[config.mk]
export PLATFORM = sky130hd
export DESIGN_NAME = rf_wb_arbiter
export DESIGN_NICKNAME = d
export VERILOG_FILES = /design/src/rtl/riscv_defs.sv /design/src/rtl/rf_wb_fifo.sv /design/src/rtl/rf_wb_arbiter.sv
export SDC_FILE = /design/constraint.sdc
export NUM_CORES = 1
export LEC_CHECK = 0
export BUFFER_PORTS_ARGS = -buffer_cell sky130_fd_sc_hd__buf_4
export CAP_MARGIN = 25
export CORE_MARGIN = 2
export CORE_UTILIZATION = 53
export DETAILED_ROUTE_END_ITERATION = 8
export GPL_TIMING_DRIVEN = 1
export PLACE_DENSITY = 0.92
export SYNTH_ARGS = -nofsm -noshare
export SYNTH_HDL_FRONTEND = slang
export SYNTH_HIERARCHICAL = 1
export SYNTH_SLANG_ARGS = --single-unit
[constraint.sdc]
create_clock -name cpu_clk -period 9.2 [get_ports cpu_clk]
set_input_delay 0.46 -clock cpu_clk [delete_from_list [all_inputs] [get_ports cpu_clk]]
set_output_delay 0.46 -clock cpu_clk [all_outputs]
set_load 0.005 [all_outputs]
[src/rtl/riscv_defs.sv]
// Shared definitions for the register-file writeback arbiter: FSM encoding and
// the default forced-grant wait limit.
package riscv_defs;

  typedef enum logic [1:0] {
    ARB_IDLE,
    ARB_WAIT,
    ARB_STALL
  } arb_state_e;

  localparam int unsigned DEFAULT_STARVE_LIMIT = 4;

endpackage

[src/rtl/rf_wb_fifo.sv]
// Multi-cycle result buffer: circular FIFO of {addr, data} entries with a per-entry
// valid vector exported for the source-operand pending compare.
module rf_wb_fifo #(
  parameter int unsigned DATA_WIDTH = 32,
  parameter int unsigned ADDR_WIDTH = 5,
  parameter int unsigned DEPTH      = 2
) (
  input  logic                          i_clk,
  input  logic                          i_rst,
  input  logic                          i_push,
  input  logic [ADDR_WIDTH-1:0]         i_addr,
  input  logic [DATA_WIDTH-1:0]         i_data,
  input  logic                          i_pop,
  output logic                          o_full,
  output logic                          o_empty,
  output logic [$clog2(DEPTH):0]        o_count,
  output logic [ADDR_WIDTH-1:0]         o_head_addr,
  output logic [DATA_WIDTH-1:0]         o_head_data,
  output logic [DEPTH-1:0]              o_entry_valid,
  output logic [DEPTH*ADDR_WIDTH-1:0]   o_entry_addr
);

  localparam int unsigned PtrW = $clog2(DEPTH);
  localparam int unsigned CntW = PtrW + 1;

  logic [PtrW-1:0]       r_wr_ptr, r_rd_ptr;
  logic [CntW-1:0]       r_count, w_count_d;
  logic [DEPTH-1:0]      r_valid, w_valid_d;
  logic [ADDR_WIDTH-1:0] r_addr [DEPTH];
  logic [DATA_WIDTH-1:0] r_data [DEPTH];
  logic                  w_do_push, w_do_pop;

  assign o_full    = (r_count == CntW'(DEPTH));
  assign o_empty   = (r_count == '0);
  assign w_do_push = i_push & ~o_full;
  assign w_do_pop  = i_pop & ~o_empty;

  always_comb begin
    w_valid_d = r_valid;
    w_count_d = r_count;
    if (w_do_pop)  w_valid_d[r_rd_ptr] = 1'b0;
    if (w_do_push) w_valid_d[r_wr_ptr] = 1'b1;
    if (w_do_push && !w_do_pop)      w_count_d = r_count + CntW'(1);
    else if (!w_do_push && w_do_pop) w_count_d = r_count - CntW'(1);
  end

  // Pointers are PtrW bits wide, so increments wrap modulo DEPTH for free.
  always_ff @(posedge i_clk or posedge i_rst) begin
    if (i_rst) begin
      r_wr_ptr <= '0;
      r_rd_ptr <= '0;
      r_count  <= '0;
      r_valid  <= '0;
    end else begin
      if (w_do_push) r_wr_ptr <= r_wr_ptr + PtrW'(1);
      if (w_do_pop)  r_rd_ptr <= r_rd_ptr + PtrW'(1);
      r_count <= w_count_d;
      r_valid <= w_valid_d;
    end
  end

  always_ff @(posedge i_clk) begin
    if (w_do_push) begin
      r_addr[r_wr_ptr] <= i_addr;
      r_data[r_wr_ptr] <= i_data;
    end
  end

  assign o_count       = r_count;
  assign o_head_addr   = r_addr[r_rd_ptr];
  assign o_head_data   = r_data[r_rd_ptr];
  assign o_entry_valid = r_valid;

  for (genvar g = 0; g < DEPTH; g++) begin : g_entry
    assign o_entry_addr[g*ADDR_WIDTH +: ADDR_WIDTH] = r_addr[g];
  end

endmodule

[src/rtl/rf_wb_arbiter.sv]
// Register-file write port arbiter between pipeline writeback and buffered multi-cycle results.
// Define RF_WB_ARB_STARVE_EN to add the starvation counter and one-cycle forced-grant STALL.
module rf_wb_arbiter
  import riscv_defs::*;
#(
  parameter int unsigned REGISTER_WIDTH      = 32,
  parameter int unsigned REGISTER_ADDR_WIDTH = 5,
  parameter int unsigned FIFO_DEPTH          = 2,
  parameter int unsigned STARVE_LIMIT        = DEFAULT_STARVE_LIMIT
) (
  input  logic                           cpu_clk,
  input  logic                           cpu_rst,
  input  logic                           pipe_we,
  input  logic [REGISTER_ADDR_WIDTH-1:0] pipe_addr,
  input  logic [REGISTER_WIDTH-1:0]      pipe_data,
  input  logic                           mc_valid,
  output logic                           mc_ready,
  input  logic [REGISTER_ADDR_WIDTH-1:0] mc_addr,
  input  logic [REGISTER_WIDTH-1:0]      mc_data,
  input  logic [REGISTER_ADDR_WIDTH-1:0] rs1_addr,
  input  logic [REGISTER_ADDR_WIDTH-1:0] rs2_addr,
  output logic                           rs1_pending,
  output logic                           rs2_pending,
  output logic                           pipe_stall,
  output logic                           we,
  output logic [REGISTER_ADDR_WIDTH-1:0] wd_addr,
  output logic [REGISTER_WIDTH-1:0]      wd_data,
  output logic                           waw_err
);

  localparam int unsigned CntW = $clog2(FIFO_DEPTH) + 1;
  localparam int unsigned AW   = REGISTER_ADDR_WIDTH;

  if (STARVE_LIMIT < 1 || STARVE_LIMIT > 15) begin : g_bad_limit
    $error("STARVE_LIMIT must be within 1..15");
  end
  if (FIFO_DEPTH < 2 || (FIFO_DEPTH & (FIFO_DEPTH - 1)) != 0) begin : g_bad_depth
    $error("FIFO_DEPTH must be a power of two >= 2");
  end

  arb_state_e                r_state, w_state_d;
  logic                      r_waw_err;
  logic                      w_full, w_empty, w_push, w_pop, w_last_pop;
  logic                      w_pipe_wr, w_grant_pipe, w_grant_head, w_pipe_hit;
  logic [CntW-1:0]           w_count;
  logic [AW-1:0]             w_head_addr;
  logic [REGISTER_WIDTH-1:0] w_head_data;
  logic [FIFO_DEPTH-1:0]     w_entry_valid;
  logic [FIFO_DEPTH*AW-1:0]  w_entry_addr;

`ifdef RF_WB_ARB_STARVE_EN
  localparam logic [3:0] LimitCnt = 4'(STARVE_LIMIT);
  logic [3:0] r_starve_cnt, w_starve_cnt_d;
`endif

  rf_wb_fifo #(
    .DATA_WIDTH(REGISTER_WIDTH),
    .ADDR_WIDTH(AW),
    .DEPTH     (FIFO_DEPTH)
  ) u_fifo (
    .i_clk        (cpu_clk),
    .i_rst        (cpu_rst),
    .i_push       (w_push),
    .i_addr       (mc_addr),
    .i_data       (mc_data),
    .i_pop        (w_pop),
    .o_full       (w_full),
    .o_empty      (w_empty),
    .o_count      (w_count),
    .o_head_addr  (w_head_addr),
    .o_head_data  (w_head_data),
    .o_entry_valid(w_entry_valid),
    .o_entry_addr (w_entry_addr)
  );

  // Address-zero results are accepted but dropped: x0 is never written.
  assign mc_ready   = ~w_full;
  assign w_push     = mc_valid & mc_ready & (mc_addr != '0);
  assign w_pipe_wr  = pipe_we & (pipe_addr != '0);
  assign w_pop      = w_grant_head;
  assign w_last_pop = w_pop & ~w_push & (w_count == CntW'(1));
  assign waw_err    = r_waw_err;

  always_comb begin
    w_grant_pipe = 1'b0;
    w_grant_head = 1'b0;
    pipe_stall   = 1'b0;
`ifdef RF_WB_ARB_STARVE_EN
    if (r_state == ARB_STALL) begin
      pipe_stall   = 1'b1;
      w_grant_head = ~w_empty;
    end else
`endif
    if (w_pipe_wr) w_grant_pipe = 1'b1;
    else           w_grant_head = ~w_empty;
  end

  always_comb begin
    we      = w_grant_pipe | w_grant_head;
    wd_addr = '0;
    wd_data = '0;
    if (w_grant_head) begin
      wd_addr = w_head_addr;
      wd_data = w_head_data;
    end else if (w_grant_pipe) begin
      wd_addr = pipe_addr;
      wd_data = pipe_data;
    end
  end

  always_comb begin
    rs1_pending = 1'b0;
    rs2_pending = 1'b0;
    w_pipe_hit  = 1'b0;
    for (int i = 0; i < FIFO_DEPTH; i++) begin
      if (w_entry_valid[i]) begin
        if (w_entry_addr[i*AW +: AW] == rs1_addr && rs1_addr != '0)   rs1_pending = 1'b1;
        if (w_entry_addr[i*AW +: AW] == rs2_addr && rs2_addr != '0)   rs2_pending = 1'b1;
        if (w_entry_addr[i*AW +: AW] == pipe_addr) w_pipe_hit  = 1'b1;
      end
    end
  end

  always_comb begin
    w_state_d = r_state;
`ifdef RF_WB_ARB_STARVE_EN
    w_starve_cnt_d = r_starve_cnt;
`endif
    case (r_state)
      ARB_IDLE: if (w_push) w_state_d = ARB_WAIT;
      ARB_WAIT: begin
        if (w_last_pop) w_state_d = ARB_IDLE;
`ifdef RF_WB_ARB_STARVE_EN
        if (w_pop) begin
          w_starve_cnt_d = '0;
        end else if (r_starve_cnt != LimitCnt) begin
          w_starve_cnt_d = r_starve_cnt + 4'd1;
          if (w_starve_cnt_d == LimitCnt) w_state_d = ARB_STALL;
        end
`endif
      end
`ifdef RF_WB_ARB_STARVE_EN
      ARB_STALL: begin
        w_starve_cnt_d = '0;
        w_state_d      = w_last_pop ? ARB_IDLE : ARB_WAIT;
      end
`endif
      default: w_state_d = ARB_IDLE;
    endcase
  end

  always_ff @(posedge cpu_clk or posedge cpu_rst) begin
    if (cpu_rst) begin
      r_state   <= ARB_IDLE;
      r_waw_err <= 1'b0;
`ifdef RF_WB_ARB_STARVE_EN
      r_starve_cnt <= '0;
`endif
    end else begin
      r_state   <= w_state_d;
      r_waw_err <= r_waw_err | (w_grant_pipe & w_pipe_hit);
`ifdef RF_WB_ARB_STARVE_EN
      r_starve_cnt <= w_starve_cnt_d;
`endif
    end
  end

endmodule

==> results of run 1 <==
-- how the worst max path moves through the flow --
stage	start	to	slack, ns	cells after the start
floorplan	u_fifo/o_count[0]	u_fifo/r_addr[0][0]	6.24	6
global placement	pipe_addr[3]	wd_data[0]	6.45	6
detailed placement	pipe_addr[3]	wd_data[0]	6.40	6
CTS	pipe_addr[3]	wd_data[0]	6.40	6
global route	pipe_addr[3]	wd_data[0]	6.28	6
finish	pipe_addr[3]	wd_data[0]	6.40	6
-- power by group through the flow --
stage | Combinational [W] | Sequential (W) | Clock (W)
after floorplan | 0.000327 | 0.000549 | 0
after global placement | 0.000449 | 0.000592 | 0
after CTS | 0.000479 | 0.000591 | 0.000255
after global routing | 0.000517 | 0.000601 | 0.000271
final | 0.000477 | 0.000590 | 0.000252
after detailed placement | 0.000477 | 0.000599 | 0
-- through the flow --
| step | cell area, µm² | setup slack, ns | hold WS (ns) | std cells |
|---|---|---|---|---|
| 2_1_floorplan | 4080 | 6.24 | 0.189 | 322 |
| 3_3_place_gp | 5050 | 6.45 | 0.319 | 534 |
| 3_5_place_dp | 5090 | 6.40 | 0.328 | 536 |
| 4_1_cts | 5290 | 6.40 | 0.283 | 553 |
| 5_1_grt | 5290 | 6.28 | 0.279 | 553 |
| 6_report | 5290 | 6.40 | 0.294 | 553 |
-- final cells by class --
cell class                      count  area, µm²  area share
Sequential cell                    81       2400       0.453
Timing Repair Buffer              133       1020       0.193
Inverter                            6       22.5     0.00426
Clock buffer                        9        124      0.0234
Clock inverter                      7       68.8      0.0130
Tap cell                           99        124      0.0234
Multi-Input combinational cell    218       1530       0.289
-- layer usage --
layer,global-route usage,part of all wire
met5,0,0
met3,0.0452,0.070
met1,0.260,0.41
met4,0.0784,0.021
met2,0.374,0.50
-- state kept, by name (all words and copies together) (netlist names) --
signal and cells:
u_fifo/r_wr_ptr 1, u_fifo/o_count 2, u_fifo/r_data 64, u_fifo/r_addr 10, waw_err 1, u_fifo/r_rd_ptr 1, u_fifo/o_entry_valid 2
-- kinds of logic (layout without fill, tap and decap cells) --
logic type      Yosys count  count (layout)  share of synthesized area
buf+inv                  23             155                     0.0387
simple gates            128             128                      0.164
mux                      37              37                      0.102
fa+ha+maj                 1               1                    0.00307
compound gates           16              16                     0.0279
other cells               1               1                   0.000920
xor+xnor                 35              35                     0.0752
flops                    81              81                      0.588
-- synthesized netlist by cell type, drive strengths merged --
master | count | area [µm²]
o311a | 1 | 10.0
buf | 12 | 116
o21ai | 8 | 55.1
dfrtp | 7 | 175
nor2 | 6 | 30.0
edfxtp | 74 | 2220
nand3 | 4 | 20.0
a31oi | 1 | 6.26
mux2 | 37 | 417
nand2b | 5 | 31.3
o21bai | 1 | 7.51
ha | 1 | 12.5
or4 | 3 | 26.3
clkbuf | 5 | 18.8
inv | 6 | 22.5
xnor2 | 9 | 78.8
or3 | 1 | 6.26
a22o | 2 | 17.5
xor2 | 26 | 228
a21oi | 2 | 10.0
conb | 1 | 3.75
o21a | 1 | 7.51
nand2 | 69 | 259
nor4 | 6 | 37.5
and3 | 2 | 17.5
nand3b | 32 | 240
-- critical path: stages --
cell	delay, ns
buf_4	0.13
or4_4	0.55
o21ai_4	0.72
nand3b_1	0.22
nand2_1	0.13
buf_4	0.12
-- placed cells by master, fill, tap and decap left out, drive strengths merged --
cell,Yosys,final
nor4,6,6
nand2,69,69
buf,12,132
clkinvlp,0,1
dlygate4sd3,0,1
xor2,26,26
and3,2,2
bufinv,0,1
a22o,2,2
clkinv,0,4
edfxtp,74,74
nand3b,32,32
dfrtp,7,7
ha,1,1
clkbuf,5,9
or4,3,3
a21oi,2,2
nand2b,5,5
nor2,6,6
o21a,1,1
a31oi,1,1
o21bai,1,1
xnor2,9,9
or3,1,1
o21ai,8,8
inv,6,7
mux2,37,37
conb,1,1
nand3,4,4
o311a,1,1
==> results.json, run 1 <==
{
  "run_status": "completed",
  "avgRoutedWirePerCell_um": 16.2,
  "drt-total-wl_um": 8980,
  "grt_max_degree": 41,
  "p_int_w": 0.000902,
  "seq_area_frac_synth": 0.588,
  "synthCells": 322,
  "root_buffer": "clkbuf_8",
  "num_vias": 2947,
  "start_util": 0.553,
  "antenna_cells": 0,
  "nets": 538,
  "area_growth_pct": 29.8,
  "hold_violations": 0,
  "drive_above_1_share": 0.423,
  "gr-usage-all-layers": 0.213,
  "clock_power_share": 0.191,
  "skew_ns": 0.0113,
  "path_class": "input pin to output pin",
  "post_cts_resize_count": 0,
  "ant_nets": 0,
  "relSlewSlack": 0.381,
  "rr_startpoint": "u_fifo/o_count[0]",
  "firstDrtPassIters": 5,
  "cts_setup_buffers": 0,
  "p_switching_w": 0.000417,
  "hpwl_um": 6250,
  "clk_pin_slew_ns": 0.09,
  "core_um2": 7370,
  "leakagePower_nw": 2.20,
  "power.density_nw_per_um2": 249,
  "fmax_ghz": 0.358,
  "power_w": 0.00132,
  "n_fill_cell": 521,
  "clockBufferDepth": 2,
  "holdPathStages": 1,
  "fin_util": 0.718,
  "peakVddDrop_mv": 0.144,
  "drc": 0,
  "timing.setup.tns_ns": 0,
  "min-delay-start": "mc_data[25]",
  "swShare": 0.316,
  "cp_max_fo": 34,
  "min_path_type": "input pin to flip-flop",
  "cts_buffers": 9,
  "rows": 31,
  "drt-initial-drc-count": 131,
  "holdPathEnd": "u_fifo/r_data[0][25]",
  "synth_fp_nets": 411,
  "die_area_um2": 8410,
  "hold_buffers": 1,
  "reg2reg_setup_slack_ns": 7.05,
  "via_per_inst": 5.33,
  "port_buffers": 129,
  "die_h_um": 91.7,
  "setup_violations": 0,
  "ys_warn_count": 6,
  "drv_cap": 0,
  "io_pins": 131,
  "overflow": 0,
  "netlist_area_um2": 4080,
  "cp-end-kind": "output pin",
  "cts_tree": "built",
  "finalCritPeriodShare": 0.304,
  "htree_levels": 3,
  "worstMarginPinSlew_ns": 0.928,
  "power_frac_comb": 0.361,
  "rsz0062_at_grt": "false",
  "die_w_um": 91.7,
  "ys_seq_elements": 81,
  "clk_latency_ns": 0.35,
  "arrival_ns": 2.34,
  "grt_pass1_wl_um": 14100,
  "r2r_end": "u_fifo/o_count[1]",
  "yosys.cell_types.count": 33,
  "seq_power_share": 0.447,
  "cp-start-kind": "input pin",
  "avgSynthCellArea_um2": 12.7,
  "reg2reg_depth": 7,
  "maxSlewViolCount": 0,
  "clkSinkCount": 81,
  "min_period_ns": 2.80,
  "cp_data_required_time_ns": 8.74,
  "place.gp.congestion": 0.875,
  "grt_pass1_vias": 3007,
  "antenna_found_initial": 0
}
No activity file was read; power rests on OpenSTA's default activity.
==> run 2, diff against run 1 <==
ABC_AREA = 1   (was default)
CORE_UTILIZATION = 51   (was 53)
PLACE_DENSITY = 0.89   (was 0.92)
clock period = 2.8 ns   (was 9.2 ns; I/O delays follow)
==> results.json, run 2 <==
{
  "grt_max_degree": 40,
  "drive_above_1_share": 0.242,
  "gr-usage-all-layers": 0.261,
  "die_h_um": 94.3,
  "cp_data_required_time_ns": 3.03,
  "num_vias": 3842,
  "cp_max_fo": 35,
  "skew_ns": 0.00462,
  "leakagePower_nw": 2.85,
  "synth.most_common_cell": "nand2_1",
  "worstMarginPinSlew_ns": 0.666,
  "cts_tree": "built",
  "die_area_um2": 8900,
  "power_w": 0.00426,
  "core_um2": 7810,
  "synth_top_area_frac": 0.534,
  "r2r_end": "u_fifo/o_count[1]",
  "synthCells": 498,
  "placed_area_um2": 5170,
  "reg2reg_setup_slack_ns": 0.78,
  "arrival_ns": 2.26,
  "maxSlewViolCount": 0,
  "p_switching_w": 0.00160,
  "stdcell_area_um2": 5690,
  "power_frac_comb": 0.416,
  "layout_commonest_cell": "nand2_1",
  "timing.setup.tns_ns": 0,
  "place_ws_ns": 0.795,
  "synth_enable_flop_cells": 74,
  "path_class": "flip-flop to flip-flop",
  "start_util": 0.533,
  "overflow": 0,
  "reg2reg_depth": 12,
  "final_cell_mix": "nand2_1 (275), buf_4 (134), edfxtp_1 (74), inv_1 (42), dlygate4sd3_1 (38)",
  "nets": 755,
  "firstDrtPassIters": 4,
  "rr_startpoint": "u_fifo/o_count[0]",
  "synth_commonest_cells": "nand2_1 (275), edfxtp_1 (74), inv_1 (42)",
  "run_status": "completed",
  "rows": 32,
  "grt_pass1_vias": 3898,
  "io_pins": 131,
  "synthTopCellsByArea": "edfxtp_1 (53%), nand2_1 (25%), dfrtp_1 (4.2%)",
  "clockBufferDepth": 2,
  "clk_pin_slew_ns": 0.07,
  "clock_power_share": 0.159,
  "peakVddDrop_mv": 0.419,
  "ys_warn_count": 6,
  "swShare": 0.376,
  "antenna_found_initial": 0,
  "synthArstFlopShare": 0.0864,
  "port_buffers": 129,
  "cts_setup_buffers": 0,
  "clkSinkCount": 81,
  "largest_registers": "u_fifo/r_data (64), u_fifo/r_addr (10)",
  "ant_nets": 0,
  "drc": 0,
  "synthFlopType": "edfxtp_1",
  "ys_seq_elements": 81,
  "fmax_ghz": 0.494,
  "hold_buffers": 38,
  "hold_violations": 0,
  "grt_pass1_wl_um": 17700,
  "seq_power_share": 0.424,
  "htree_levels": 3,
  "avgRoutedWirePerCell_um": 14.5,
  "cp-start-kind": "flip-flop",
  "yosys.cell_types.count": 25,
  "clk_latency_ns": 0.34,
  "setup_slack_ns": 0.777,
  "p_int_w": 0.00266,
  "largest_register": "u_fifo/r_data",
  "finalCritPeriodShare": 0.723,
  "seq_area_frac_synth": 0.576,
  "drt-initial-drc-count": 266,
  "power.density_nw_per_um2": 749,
  "synth_fp_nets": 587,
  "rsz0062_at_grt": "false",
  "root_buffer": "clkbuf_8",
  "netlist_area_um2": 4160,
  "cts_buffers": 9,
  "post_cts_resize_count": 0,
  "setup_violations": 0,
  "cp-end-kind": "flip-flop",
  "place.gp.congestion": 0.924,
  "drt-total-wl_um": 11200,
  "die_w_um": 94.3,
  "area_growth_pct": 36.8,
  "yosysTopAreaCell": "edfxtp_1",
  "drv_cap": 0,
  "relSlewSlack": 0.555,
  "via_per_inst": 4.98,
  "min_period_ns": 2.02,
  "largest_reg_flops": 64,
  "min_path_type": "input pin to asynchronous set/reset pin",
  "avgSynthCellArea_um2": 8.36,
  "hpwl_um": 7740,
  "antenna_cells": 0
}
-- run 2: power by group through the flow --
| stage | Clock (W) | Sequential [W] | Combinational [W] |
|---|---|---|---|
| after floorplan | 0 | 0.00178 | 0.00111 |
| after global placement | 0 | 0.00181 | 0.00163 |
| after detailed placement | 0 | 0.00183 | 0.00171 |
| after CTS | 0.000689 | 0.00180 | 0.00175 |
| after global routing | 0.000730 | 0.00184 | 0.00198 |
| final | 0.000680 | 0.00181 | 0.00178 |
-- run 2: per-layer routing --
| metal | wire [µm] | share of wire | GRT usage | up-vias |
|---|---|---|---|---|
| li1 | - | - | - | 1887 |
| met1 | 4230 | 0.38 | 0.297 | 1750 |
| met2 | 5870 | 0.52 | 0.472 | 174 |
| met3 | 782 | 0.070 | 0.0423 | 31 |
| met4 | 332 | 0.030 | 0.139 | 0 |
| met5 | 0 | 0 | 0 | - |
-- run 2: through the flow --
step,std cells,hold WS [ns],util
2_1_floorplan,498,-0.131,-
3_3_place_gp,719,0.00161,0.662
3_5_place_dp,719,0.00188,0.662
4_1_cts,771,0.203,0.729
5_1_grt,771,0.204,0.729
6_report,771,0.207,0.729
-- run 2: critical path: stages, from the launching register on --
cell	delay, ns
dfrtp_1	0.42
inv_1	0.09
nand2_1	0.14
inv_1	0.08
inv_1	0.09
nand2_4	0.09
inv_6	0.24
nand2_1	0.12
ha_1	0.33
inv_1	0.10
nand3_1	0.09
nand2_1	0.07
nand2_1	0.05
-- run 2: area by class of cell --
| type | instances | area [µm²] |
|---|---|---|
| clock inverters | 2 | 7.51 |
| clock buffers | 12 | 135 |
| fillers | 554 | 2110 |
| well taps | 102 | 128 |
| flip-flops and latches | 81 | 2400 |
| repair buffers | 172 | 1390 |
| inverters | 48 | 185 |
| multi-input cells | 354 | 1460 |
-- run 2: how the worst max path moves through the flow --
stage / cells after the start / endpoint / start / slack [ns]
6_report: 12 / u_fifo/o_count[1] / u_fifo/o_count[0] / 0.78
5_1_grt: 12 / u_fifo/o_count[1] / u_fifo/o_count[0] / 0.60
4_1_cts: 12 / u_fifo/o_count[1] / u_fifo/o_count[0] / 0.79
3_5_place_dp: 12 / u_fifo/o_count[1] / u_fifo/o_count[0] / 0.80
3_3_place_gp: 12 / u_fifo/o_count[1] / u_fifo/o_count[0] / 0.98
2_1_floorplan: 9 / u_fifo/r_addr[0][0] / u_fifo/o_count[1] / 0.70
-- run 2: logic make-up (layout without fill, tap and decap cells) --
logic type	count (synthesis)	count (layout)	share of synthesized area
buffers and inverters	63	234	0.0745
adders and majority gates	1	1	0.00301
AOI/OAI and AO/OA	17	17	0.0219
other	1	1	0.000901
and+or+nand+nor	331	331	0.315
xor gates and xnor gates	4	4	0.00842
DFF	81	81	0.576
==> run 3, diff against run 2 <==
clock period = 2.1 ns   (was 2.8 ns; I/O delays follow)
==> results.json, run 3 (same netlist as run 2, synthesis figures left out) <==
{
  "cp-start-kind": "flip-flop",
  "worstMarginPinSlew_ns": 0.588,
  "layout_commonest_cell": "nand2_1",
  "maxSlewViolCount": 0,
  "grt_pass1_vias": 4107,
  "overflow": 0,
  "setup_violations": 1,
  "htree_levels": 3,
  "ant_nets": 0,
  "place_ws_ns": 0.180,
  "via_per_inst": 5.32,
  "die_w_um": 94.3,
  "antenna_cells": 0,
  "num_vias": 4131,
  "worst_hold_slack_ns": 0.174,
  "place.gp.congestion": 0.914,
  "arrival_ns": 2.35,
  "cpMostUsedCell": "inv_1",
  "clk_latency_ns": 0.35,
  "finalCritPeriodShare": 1.00,
  "multiInputGateArea_um2": 1460,
  "start_util": 0.533,
  "root_buffer": "clkbuf_8",
  "clockBufferDepth": 2,
  "min_path_type": "input pin to asynchronous set/reset pin",
  "core_um2": 7810,
  "instances_no_fill": 776,
  "area_growth_pct": 40.3,
  "firstDrtPassIters": 5,
  "largest_register": "u_fifo/r_data",
  "violations": "setup timing",
  "largest_reg_flops": 64,
  "drt-total-wl_um": 12900,
  "leakagePower_nw": 2.91,
  "gr-usage-all-layers": 0.284,
  "grt_max_degree": 40,
  "cp_data_required_time_ns": 2.34,
  "cp-end-kind": "flip-flop",
  "port_buffers": 129,
  "critPathMaxStageDelay_ns": 0.40,
  "n_fill_cell": 503,
  "hold_violations": 0,
  "min_period_ns": 2.10,
  "rows": 32,
  "drv_cap": 0,
  "skew_ns": 0.0158,
  "clkSinkCount": 81,
  "drc": 0,
  "seqCellArea_um2": 2400,
  "dp.cells": 721,
  "avgRoutedWirePerCell_um": 16.7,
  "largest_registers": "u_fifo/r_data (64), u_fifo/r_addr (10)",
  "nets": 758,
  "cp_max_fo": 3,
  "cts_buffers": 9,
  "cts_tree": "built",
  "power.density_nw_per_um2": 1090,
  "final_cell_mix": "nand2_1 (275), buf_4 (133), edfxtp_1 (74), inv_1 (41), dlygate4sd3_1 (38)",
  "io_pins": 131,
  "fmax_ghz": 0.475,
  "peakVddDrop_mv": 0.689,
  "slowest_stage": "dfrtp_1",
  "drt-initial-drc-count": 282,
  "hpwl_um": 7920,
  "die_area_um2": 8900,
  "path_cells": "inv_1 > nor2_1 > inv_1 > nand3_1 > inv_1 > inv_1 > nor2_2 > ha_1 > inv_1 > nand3_1 > nand2_1 > nand2_1",
  "rsz0062_at_grt": "true",
  "antenna_found_initial": 0,
  "path_class": "flip-flop to flip-flop",
  "run_status": "finished with violations",
  "die_h_um": 94.3,
  "setup_slack_ns": -0.00329,
  "clk_pin_slew_ns": 0.09,
  "drive_above_1_share": 0.254,
  "grt_pass1_wl_um": 19000,
  "relSlewSlack": 0.608
}
run 3: stage by stage:
| stage | utilization | setup TNS [ns] | area (µm²) | total power [W] |
|---|---|---|---|---|
| 6_report | 0.748 | -0.00329 | 5840 | 0.00636 |
| 5_1_grt | 0.748 | -0.373 | 5840 | 0.00668 |
| 3_3_place_gp | 0.666 | 0 | 5200 | 0.00462 |
| 4_1_cts | 0.745 | 0 | 5820 | 0.00620 |
| 3_5_place_dp | 0.666 | 0 | 5200 | 0.00477 |
| 2_1_floorplan | - | 0 | 4170 | 0.00386 |
run 3: per-layer routing:
metal	vias up	GRT usage	wire length [µm]
met3	41	0.0559	1040
met1	1948	0.302	4590
met2	247	0.532	6870
met5	-	0	0
met4	0	0.143	434
li1	1895	-	-
run 3: final timing paths:
kind	end	start	slack, ns	cells after the start
worst min-delay path	waw_err	cpu_rst	0.17	3
min in group cpu_clk	waw_err	pipe_addr[4]	0.23	8
max in group asynchronous	u_fifo/r_wr_ptr	cpu_rst	1.58	3
worst max register to register	u_fifo/o_count[1]	u_fifo/o_count[1]	-0.003	12
worst max-delay path	u_fifo/o_count[1]	u_fifo/o_count[1]	-0.003	12
worst min register to register	waw_err	waw_err	0.50	2
run 3: repair_timing:
item                       4_1_cts  5_1_grt
setup endpoints to repair        0       94
buffers inserted                 0        1
gates resized for setup          0        5
hold endpoints to repair        81        0
hold buffers                    38        0
run 3: layout make-up:
cell class / count / share of cell area
Timing Repair Buffer: 175 / 0.246
Tap cell: 102 / 0.0218
Sequential cell: 81 / 0.410
Clock inverter: 6 / 0.0182
Multi-Input combinational cell: 354 / 0.250
Clock buffer: 10 / 0.0218
Inverter: 48 / 0.0323
run 3: critical path: cells and delay by family (launching register included):
family,cells,cell delay [ns]
AND/OR/NAND/NOR,6,0.72
buffers and inverters,5,0.54
adder cells (fa/ha/maj),1,0.33
flip-flops,1,0.40
run 3: power breakdown:
| group | internal (W) | total, W | switching, W | leakage (nW) |
|---|---|---|---|---|
| clock network | 0.000785 | 0.00136 | 0.000575 | 0.116 |
| logic | 0.000985 | 0.00257 | 0.00158 | 2.03 |
| registers | 0.00222 | 0.00243 | 0.000216 | 0.763 |
